<file path="config.mk">
export PLATFORM = sky130hd
export DESIGN_NAME = alu_muldiv
export DESIGN_NICKNAME = d
export VERILOG_FILES = /design/src/rtl/alu_muldiv_pkg.sv /design/src/rtl/alu_muldiv_iter.sv /design/src/rtl/alu_muldiv.sv
export SDC_FILE = /design/constraint.sdc
export NUM_CORES = 1
export LEC_CHECK = 0
export CORE_UTILIZATION = 35
export DETAILED_ROUTE_END_ITERATION = 10
export PLACE_DENSITY = 0.5
export SETUP_SLACK_MARGIN = 0.15
export SKIP_LAST_GASP = 1
export SYNTH_ARGS = -nofsm -noshare
export SYNTH_HDL_FRONTEND = slang
export SYNTH_SLANG_ARGS = --single-unit
</file>
<file path="constraint.sdc">
create_clock -name clk -period 6 [get_ports clk]
set_input_delay 1.2 -clock clk [delete_from_list [all_inputs] [get_ports clk]]
set_output_delay 1.2 -clock clk [all_outputs]
set_load 0.05 [all_outputs]
</file>
<file path="src/rtl/alu_muldiv_pkg.sv">
// Shared types for the ALU / iterative multiply-divide block.
package alu_muldiv_pkg;

    typedef enum logic [3:0] {
        OP_ADD   = 4'b0000,
        OP_SUB   = 4'b0001,
        OP_AND   = 4'b0010,
        OP_OR    = 4'b0011,
        OP_XOR   = 4'b0100,
        OP_SLT   = 4'b0101,
        OP_SLTU  = 4'b0110,
        OP_SLL   = 4'b0111,
        OP_SRL   = 4'b1000,
        OP_SRA   = 4'b1001,
        OP_MUL   = 4'b1010,
        OP_MULHU = 4'b1011,
        OP_DIVU  = 4'b1100,
        OP_REMU  = 4'b1101,
        OP_ILL0  = 4'b1110,
        OP_ILL1  = 4'b1111
    } opcode_e;

    typedef enum logic [1:0] {
        S_IDLE = 2'd0,
        S_MUL  = 2'd1,
        S_DIV  = 2'd2,
        S_DONE = 2'd3
    } state_e;

endpackage

</file>
<file path="src/rtl/alu_muldiv_iter.sv">
// One-bit-per-cycle shift-add multiplier and restoring divider sharing one register set.
module alu_muldiv_iter
    import alu_muldiv_pkg::*;
#(
    parameter int WIDTH = 32,
    parameter int SHW   = $clog2(WIDTH)
) (
    input  logic             clk,
    input  logic             reset,
    input  logic             start,
    input  logic             is_div,
    input  logic             sel_hi,
    input  logic [WIDTH-1:0] a,
    input  logic [WIDTH-1:0] b,
    output logic             done,
    output logic [WIDTH-1:0] result
);

    localparam int CW = SHW + 1;
    localparam logic [CW-1:0] CNT_LAST = CW'(WIDTH - 1);

    // mul: hi = upper product, lo = multiplier shifting out, opnd = multiplicand
    // div: hi = partial remainder, lo = dividend shifting into quotient, opnd = divisor
    logic             busy_q, busy_d;
    logic             is_div_q, is_div_d;
    logic             sel_hi_q, sel_hi_d;
    logic [WIDTH-1:0] hi_q, hi_d;
    logic [WIDTH-1:0] lo_q, lo_d;
    logic [WIDTH-1:0] opnd_q, opnd_d;
    logic [CW-1:0]    cnt_q, cnt_d;

    logic [WIDTH:0]   mul_sum;
    logic [WIDTH:0]   div_sh;
    logic [WIDTH:0]   div_trial;
    logic [WIDTH-1:0] hi_step;
    logic [WIDTH-1:0] lo_step;

    always_comb begin
        mul_sum   = {1'b0, hi_q} + (lo_q[0] ? {1'b0, opnd_q} : '0);
        div_sh    = {hi_q, lo_q[WIDTH-1]};
        div_trial = div_sh - {1'b0, opnd_q};

        if (is_div_q) begin
            if (!div_trial[WIDTH]) begin
                hi_step = div_trial[WIDTH-1:0];
                lo_step = {lo_q[WIDTH-2:0], 1'b1};
            end else begin
                hi_step = div_sh[WIDTH-1:0];
                lo_step = {lo_q[WIDTH-2:0], 1'b0};
            end
        end else begin
            hi_step = mul_sum[WIDTH:1];
            lo_step = {mul_sum[0], lo_q[WIDTH-1:1]};
        end

        done   = busy_q && (cnt_q == CNT_LAST);
        // mulhu and remu both live in hi; mul and divu in lo
        result = sel_hi_q ? hi_step : lo_step;

        busy_d   = busy_q;
        is_div_d = is_div_q;
        sel_hi_d = sel_hi_q;
        hi_d     = hi_q;
        lo_d     = lo_q;
        opnd_d   = opnd_q;
        cnt_d    = cnt_q;

        if (start) begin
            busy_d   = 1'b1;
            is_div_d = is_div;
            sel_hi_d = sel_hi;
            hi_d     = '0;
            lo_d     = is_div ? a : b;
            opnd_d   = is_div ? b : a;
            cnt_d    = '0;
        end else if (busy_q) begin
            hi_d  = hi_step;
            lo_d  = lo_step;
            cnt_d = done ? '0 : cnt_q + 1'b1;
            if (done) busy_d = 1'b0;
        end
    end

    always_ff @(posedge clk) begin
        if (reset) begin
            busy_q   <= 1'b0;
            is_div_q <= 1'b0;
            sel_hi_q <= 1'b0;
            hi_q     <= '0;
            lo_q     <= '0;
            opnd_q   <= '0;
            cnt_q    <= '0;
        end else begin
            busy_q   <= busy_d;
            is_div_q <= is_div_d;
            sel_hi_q <= sel_hi_d;
            hi_q     <= hi_d;
            lo_q     <= lo_d;
            opnd_q   <= opnd_d;
            cnt_q    <= cnt_d;
        end
    end

endmodule

</file>
<file path="src/rtl/alu_muldiv.sv">
// ALU with single-cycle ops and an iterative multiply/divide path behind a small FSM.
module alu_muldiv
    import alu_muldiv_pkg::*;
#(
    parameter int WIDTH = 32,
    parameter int SHW   = $clog2(WIDTH)
) (
    input  logic             clk,
    input  logic             reset,
    input  logic [WIDTH-1:0] a,
    input  logic [WIDTH-1:0] b,
    input  logic [3:0]       alucontrol,
    input  logic             valid_in,
    output logic             ready,
    output logic [WIDTH-1:0] result,
    output logic             zero,
    output logic             valid_out,
    output logic             v,
    output logic             illegal
);

    state_e           state_q, state_d;
    logic [WIDTH-1:0] result_q, result_d;
    logic             zero_q, zero_d;
    logic             v_q, v_d;
    logic             illegal_q, illegal_d;
    logic             valid_q, valid_d;

    opcode_e          op;
    logic [SHW-1:0]   shamt;
    logic             is_sub;
    logic [WIDTH-1:0] sum;
    logic [WIDTH-1:0] alu_res;
    logic             alu_v;
    logic             alu_ill;
    logic             is_mul_op;
    logic             is_div_op;
    logic             sel_hi;
    logic             accept;
    logic             iter_start;
    logic             iter_done;
    logic [WIDTH-1:0] iter_res;

    always_comb begin
        op        = opcode_e'(alucontrol);
        shamt     = b[SHW-1:0];
        is_sub    = (op == OP_SUB);
        sum       = a + (is_sub ? ~b : b) + {{(WIDTH-1){1'b0}}, is_sub};
        alu_v     = 1'b0;
        alu_ill   = 1'b0;
        alu_res   = '0;
        case (op)
            OP_ADD, OP_SUB: begin
                alu_res = sum;
                alu_v   = ~(is_sub ^ a[WIDTH-1] ^ b[WIDTH-1]) & (a[WIDTH-1] ^ sum[WIDTH-1]);
            end
            OP_AND:  alu_res = a & b;
            OP_OR:   alu_res = a | b;
            OP_XOR:  alu_res = a ^ b;
            OP_SLT:  alu_res = {{(WIDTH-1){1'b0}}, ($signed(a) < $signed(b))};
            OP_SLTU: alu_res = {{(WIDTH-1){1'b0}}, (a < b)};
            OP_SLL:  alu_res = a << shamt;
            OP_SRL:  alu_res = a >> shamt;
            OP_SRA:  alu_res = $unsigned($signed(a) >>> shamt);
            OP_MUL, OP_MULHU, OP_DIVU, OP_REMU: alu_res = '0;
            default: alu_ill = 1'b1;
        endcase

        is_mul_op  = (op == OP_MUL)  || (op == OP_MULHU);
        is_div_op  = (op == OP_DIVU) || (op == OP_REMU);
        sel_hi     = (op == OP_MULHU) || (op == OP_REMU);
        accept     = valid_in && (state_q == S_IDLE);
        iter_start = accept && (is_mul_op || is_div_op);
    end

    always_comb begin
        state_d   = state_q;
        result_d  = result_q;
        zero_d    = zero_q;
        v_d       = v_q;
        illegal_d = illegal_q;
        valid_d   = 1'b0;
        case (state_q)
            S_IDLE: begin
                if (accept) begin
                    if (is_mul_op) begin
                        state_d = S_MUL;
                    end else if (is_div_op) begin
                        state_d = S_DIV;
                    end else begin
                        result_d  = alu_res;
                        zero_d    = (alu_res == '0);
                        v_d       = alu_v;
                        illegal_d = alu_ill;
                        valid_d   = 1'b1;
                    end
                end
            end
            S_MUL, S_DIV: begin
                // capture on the final iteration edge so valid_out lands in DONE
                if (iter_done) begin
                    result_d  = iter_res;
                    zero_d    = (iter_res == '0);
                    v_d       = 1'b0;
                    illegal_d = 1'b0;
                    valid_d   = 1'b1;
                    state_d   = S_DONE;
                end
            end
            S_DONE:  state_d = S_IDLE;
            default: state_d = S_IDLE;
        endcase
    end

    always_ff @(posedge clk) begin
        if (reset) begin
            state_q   <= S_IDLE;
            result_q  <= '0;
            zero_q    <= 1'b0;
            v_q       <= 1'b0;
            illegal_q <= 1'b0;
            valid_q   <= 1'b0;
        end else begin
            state_q   <= state_d;
            result_q  <= result_d;
            zero_q    <= zero_d;
            v_q       <= v_d;
            illegal_q <= illegal_d;
            valid_q   <= valid_d;
        end
    end

    alu_muldiv_iter #(
        .WIDTH (WIDTH),
        .SHW   (SHW)
    ) u_iter (
        .clk    (clk),
        .reset  (reset),
        .start  (iter_start),
        .is_div (is_div_op),
        .sel_hi (sel_hi),
        .a      (a),
        .b      (b),
        .done   (iter_done),
        .result (iter_res)
    );

    assign ready     = (state_q == S_IDLE);
    assign result    = result_q;
    assign zero      = zero_q;
    assign v         = v_q;
    assign illegal   = illegal_q;
    assign valid_out = valid_q;

endmodule

</file>
==> run_results.csv, run 1 <==
group,metric,value,unit
die,start_util,35.6,%
synth,synthesis.area,20600,um2
placed_design,hpwlAfterDp,76600,um
critical_path,critPathMaxFanout,15,
layout,post_layout_nonfiller_instances,3681,
global_routing,grt_pass1_vias,21563,
sta,tns,0,ns
synth,syn_nets,3117,
die,ioPinCount,108,
global_routing,antenna_found_initial,1,
die,dieArea,59900,um2
global_routing,grt.total_usage,31.8,%
pwr,total_power,6510,uW
pwr,leakage,0.00919,uW
clock_network,clock_sinks,143,
layout,n_antenna_cell,0,
synth,avgSynthCellArea,7.24,um2
critical_path,r2r_cells,15,
critical_path,path_class,"primary input to register",
synth,synth-edff-count,0,
clock_network,cts_buffers,17,
sta,slew_violations,0,
critical_path,slowest_delay,0.65,ns
route,vias_per_cell,6.21,
pwr,power_density,278,nW/um2
sta,fin_skew,0.0110,ns
global_routing,grt_use_met3,2.64,%
route,first_iter_violations,2388,
placed_design,numPortBuffers,107,
layout,ff_latch_area,2870,um2
pwr,ir_worst_vdd,0.000248,V
critical_path,slowest_stage,"or4b_2",
critical_path,setup.worst_path.start_class,"primary input",
synth,ys_seq_elements,143,
sta,worst_hold_slack,0.452,ns
clock_network,postCtsSetupBuffers,0,
die,core,57900,um2
layout,syn2layout_area_growth,13.6,%
global_routing,busiest_layer,"met2",
die,die_w,245,um
run,drv_cap,0,
clock_network,clk_pin_slew,0.06,ns
synth,synth.distinct_cells,96,
outcome,status,"complete, no violations",
synth,yosysSeqAreaShare,13.9,%
global_routing,grt_max_degree,69,
critical_path,path_buf_inv,4,
synth,netlist_instances,2849,
clock_network,cts-htree-levels,4,
critical_path,reg2reg_slack,0.91,ns
hold_path,min_path_cells,2,
sta,finalHoldViolations,0,
global_routing,grt_first_pass_wirelength,143000,um
layout,n_fill_cell,6110,
critical_path,worstReg2RegEnd,"zero$_SDFFE_PP0P_",
sta,setup_viol,0,
route,wirelength,97300,um
global_routing,grt.overflow.total,0,
route,num_vias,22857,
critical_path,startpoint,"alucontrol[1]",
route,drc,0,
layout,drive_gt1_share,9.95,%
critical_path,r2r-start,"u_iter.opnd_q[22]$_SDFFE_PP0P_",
critical_path,crit_path_end_kind,"register",
hold_path,hold_class,"register to register",
die,row_count,88,
global_routing,grt_util_met2,51.6,%
route,drt_pass1_iterations,6,
hold_path,hold_path_end,"result[6]$_SDFFE_PP0P_",
clock_network,cts_root_buf,"clkbuf_16",
sta,fin_crit_sh,90.9,%
critical_path,cp_data_arrival_time,5.84,ns
layout,multiInputGateArea,16400,um2
synth,yosys_warnings,0,
sta,rsz0062_at_grt,"false",
placed_design,placed_cells,3649,
clock_network,clk_latency,0.46,ns
die,die_h,245,um
layout,nets,3171,
sta,maxSlewHeadroom,39.5,%
clock_network,ctsResizeCount,0,
placed_design,placed_cell_area,22900,um2
placed_design,place_congestion,0.980,
critical_path,crit_required,6.39,ns
clock_network,tritoncts,"yes",
synth,ys_dominant_reg_cell,"dfxtp_1",
sta,fmax,183,MHz
sta,fin_crit,5.45,ns
synth,ys_async_sr_fraction,0,%
route,ant_nets,0,
clock_network,cts_hold_buf,0,
critical_path,worstPathCellList,"clkdlybuf4s50_1 -> nor4b_2 -> buf_4 -> buf_4 -> buf_4 -> xnor2_1 -> ha_1 -> a21o_1 -> a21o_1 -> a21oi_1 -> nor3_1 -> a221oi_1 -> nand4_1 -> a311oi_2 -> nand2_1 -> or4b_2 -> nor4_2 -> a41oi_1 -> nand2_1",
critical_path,cp_top_family,"simple AND/OR/NAND/NOR gates",
sta,worst_pin_slew,0.904,ns
global_routing,grtUsageMet1,43.1,%
layout,design_area,23400,um2
critical_path,path_common_cell,"buf_4",
hold_path,worstHoldStart,"result[6]$_SDFFE_PP0P_",
route,wl_per_cell,26.4,um
clock_network,clockBufferDepth,2,
[flip-flops by register name (all words and copies together), names as in the netlist]
| name | count |
|---|---|
| u_iter.cnt_q | 6 |
| u_iter.is_div_q | 1 |
| u_iter.opnd_q | 32 |
| u_iter.busy_q | 1 |
| result | 32 |
| valid_out | 1 |
| u_iter.sel_hi_q | 1 |
| u_iter.hi_q | 32 |
| u_iter.lo_q | 32 |
| zero | 1 |
| v | 1 |
| state_q | 2 |
| illegal | 1 |
[cell usage after synthesis, types with 8 or more instances]
cell type,number,area (um2)
xnor2_1,75,657
a21oi_1,307,1540
buf_1,23,86.3
nor2_1,409,1540
xor2_1,27,236
o221ai_1,13,114
nor3_1,48,240
a22oi_1,18,135
clkbuf_1,149,559
mux4_2,57,1280
o22ai_1,12,75.1
or3_1,14,87.6
o31ai_1,13,97.6
nand2_1,222,833
a31oi_1,20,125
nor2b_1,18,113
and3_1,13,81.3
o21ai_0,146,731
o21a_1,15,113
inv_1,153,574
mux2_2,27,304
nand4_1,34,213
nor4_1,16,100
o21bai_1,18,135
and2_1,41,257
dfxtp_1,143,2860
nand3_1,46,230
o211ai_1,42,315
a221oi_1,17,149
nor3b_1,8,60.1
a211o_1,8,70.1
mux2i_1,96,961
a21o_1,33,248
nand2b_1,25,156
buf_2,21,105
a211oi_1,163,1220
ha_1,194,2430
[metal layers]
| metal | vias to the layer above | share of wire (%) | routed length (um) |
|---|---|---|---|
| met4 | 2 | 4.3 | 4190 |
| met3 | 172 | 6.2 | 6000 |
| met1 | 11081 | 43 | 42300 |
| met5 | - | 0.013 | 13 |
| met2 | 1007 | 46 | 44700 |
| li1 | 10595 | - | - |
[layout make-up]
cell class,instances,area share (%)
clock buffers,19,1.89
clock inverters,13,0.544
inverters,155,2.48
multi-input cells,2351,70.0
flip-flops and latches,143,12.2
well taps,765,4.08
repair buffers,235,8.80
[metrics by stage]
step,utilization [%],setup slack (ns)
CTS,40.5,0.562
global placement,39.5,0.171
global route,40.5,0.151
finish,40.5,0.547
floorplan,-,0.679
detailed placement,39.5,0.121
[worst min-delay path: cells and delay by family, from the launching register on]
kind / cells / cell delay, ns
and+or+nand+nor: 1 / 0.05
DFF: 1 / 0.31
AOI/OAI and AO/OA: 1 / 0.05
[how the worst max path moves through the flow]
| stage | end | slack, ns | depth (start not counted) |
|---|---|---|---|
| 6_report | zero$_SDFFE_PP0P_ | 0.55 | 19 |
| 5_1_grt | result[31]$_SDFFE_PP0P_ | 0.15 | 18 |
| 3_3_place_gp | result[31]$_SDFFE_PP0P_ | 0.17 | 18 |
| 3_5_place_dp | result[31]$_SDFFE_PP0P_ | 0.12 | 18 |
| 4_1_cts | result[31]$_SDFFE_PP0P_ | 0.56 | 18 |
| 2_1_floorplan | zero$_SDFFE_PP0P_ | 0.68 | 20 |
[power breakdown]
group,total (uW),internal (uW),switching (uW)
Combinational,4170,1420,2750
Clock,1080,590,493
Sequential,1260,1100,165
Total,6510,3100,3410
[layout by cell type, fill, tap and decap left out, types with 7 or more instances in the layout]
cell,Yosys,layout
a211o_1,8,8
a211oi_1,163,163
a21o_1,33,32
a21oi_1,307,307
a221o_1,7,7
a221oi_1,17,17
a22oi_1,18,18
a31oi_1,20,20
and2_1,41,41
and3_1,13,12
buf_4,2,126
clkbuf_16,0,17
clkdlybuf4s50_1,0,102
dfxtp_1,143,140
ha_1,194,194
inv_1,153,152
mux2_2,27,27
mux2i_1,96,96
mux4_2,57,57
nand2_1,222,222
nand2b_1,25,25
nand3_1,46,45
nand4_1,34,34
nor2_1,409,409
nor2b_1,18,18
nor3_1,48,47
nor3b_1,8,7
nor4_1,16,15
o211ai_1,42,42
o21a_1,15,15
o21ai_0,146,146
o21bai_1,18,18
o221ai_1,13,13
o22ai_1,12,12
o311ai_0,7,7
o31ai_1,13,13
or3_1,14,14
xnor2_1,75,75
xor2_1,27,27
[logic make-up after synthesis]
logic type / synth area share (%)
adder cells (fa/ha/maj): 12.1
AO/OA/AOI/OAI: 29.5
buffers and inverters: 6.85
XOR/XNOR: 4.33
AND/OR/NAND/NOR: 20.7
multiplexers: 12.7
flip-flops: 13.9
No activity file was read; power rests on OpenSTA's default activity.
==> inputs of run 2 (changes only) <==
--- a/config.mk
+++ b/config.mk
@@ -6,6 +6,7 @@
 export NUM_CORES = 1
 export LEC_CHECK = 0
 export CORE_UTILIZATION = 35
+export CTS_CLUSTER_DIAMETER = 50
 export DETAILED_ROUTE_END_ITERATION = 10
 export PLACE_DENSITY = 0.5
 export SETUP_SLACK_MARGIN = 0.15
==> results of run 2 <==
Final layout, timing and power as in run 1 (identical DEF).
==> inputs of run 3 (changes only) <==
--- a/config.mk
+++ b/config.mk
@@ -5,6 +5,7 @@
 export SDC_FILE = /design/constraint.sdc
 export NUM_CORES = 1
 export LEC_CHECK = 0
+export ABC_CLOCK_PERIOD_IN_PS = 6000
 export CORE_UTILIZATION = 35
 export CTS_CLUSTER_DIAMETER = 50
 export DETAILED_ROUTE_END_ITERATION = 10
==> results of run 3 <==
Final layout, timing and power as in run 1 (identical DEF).
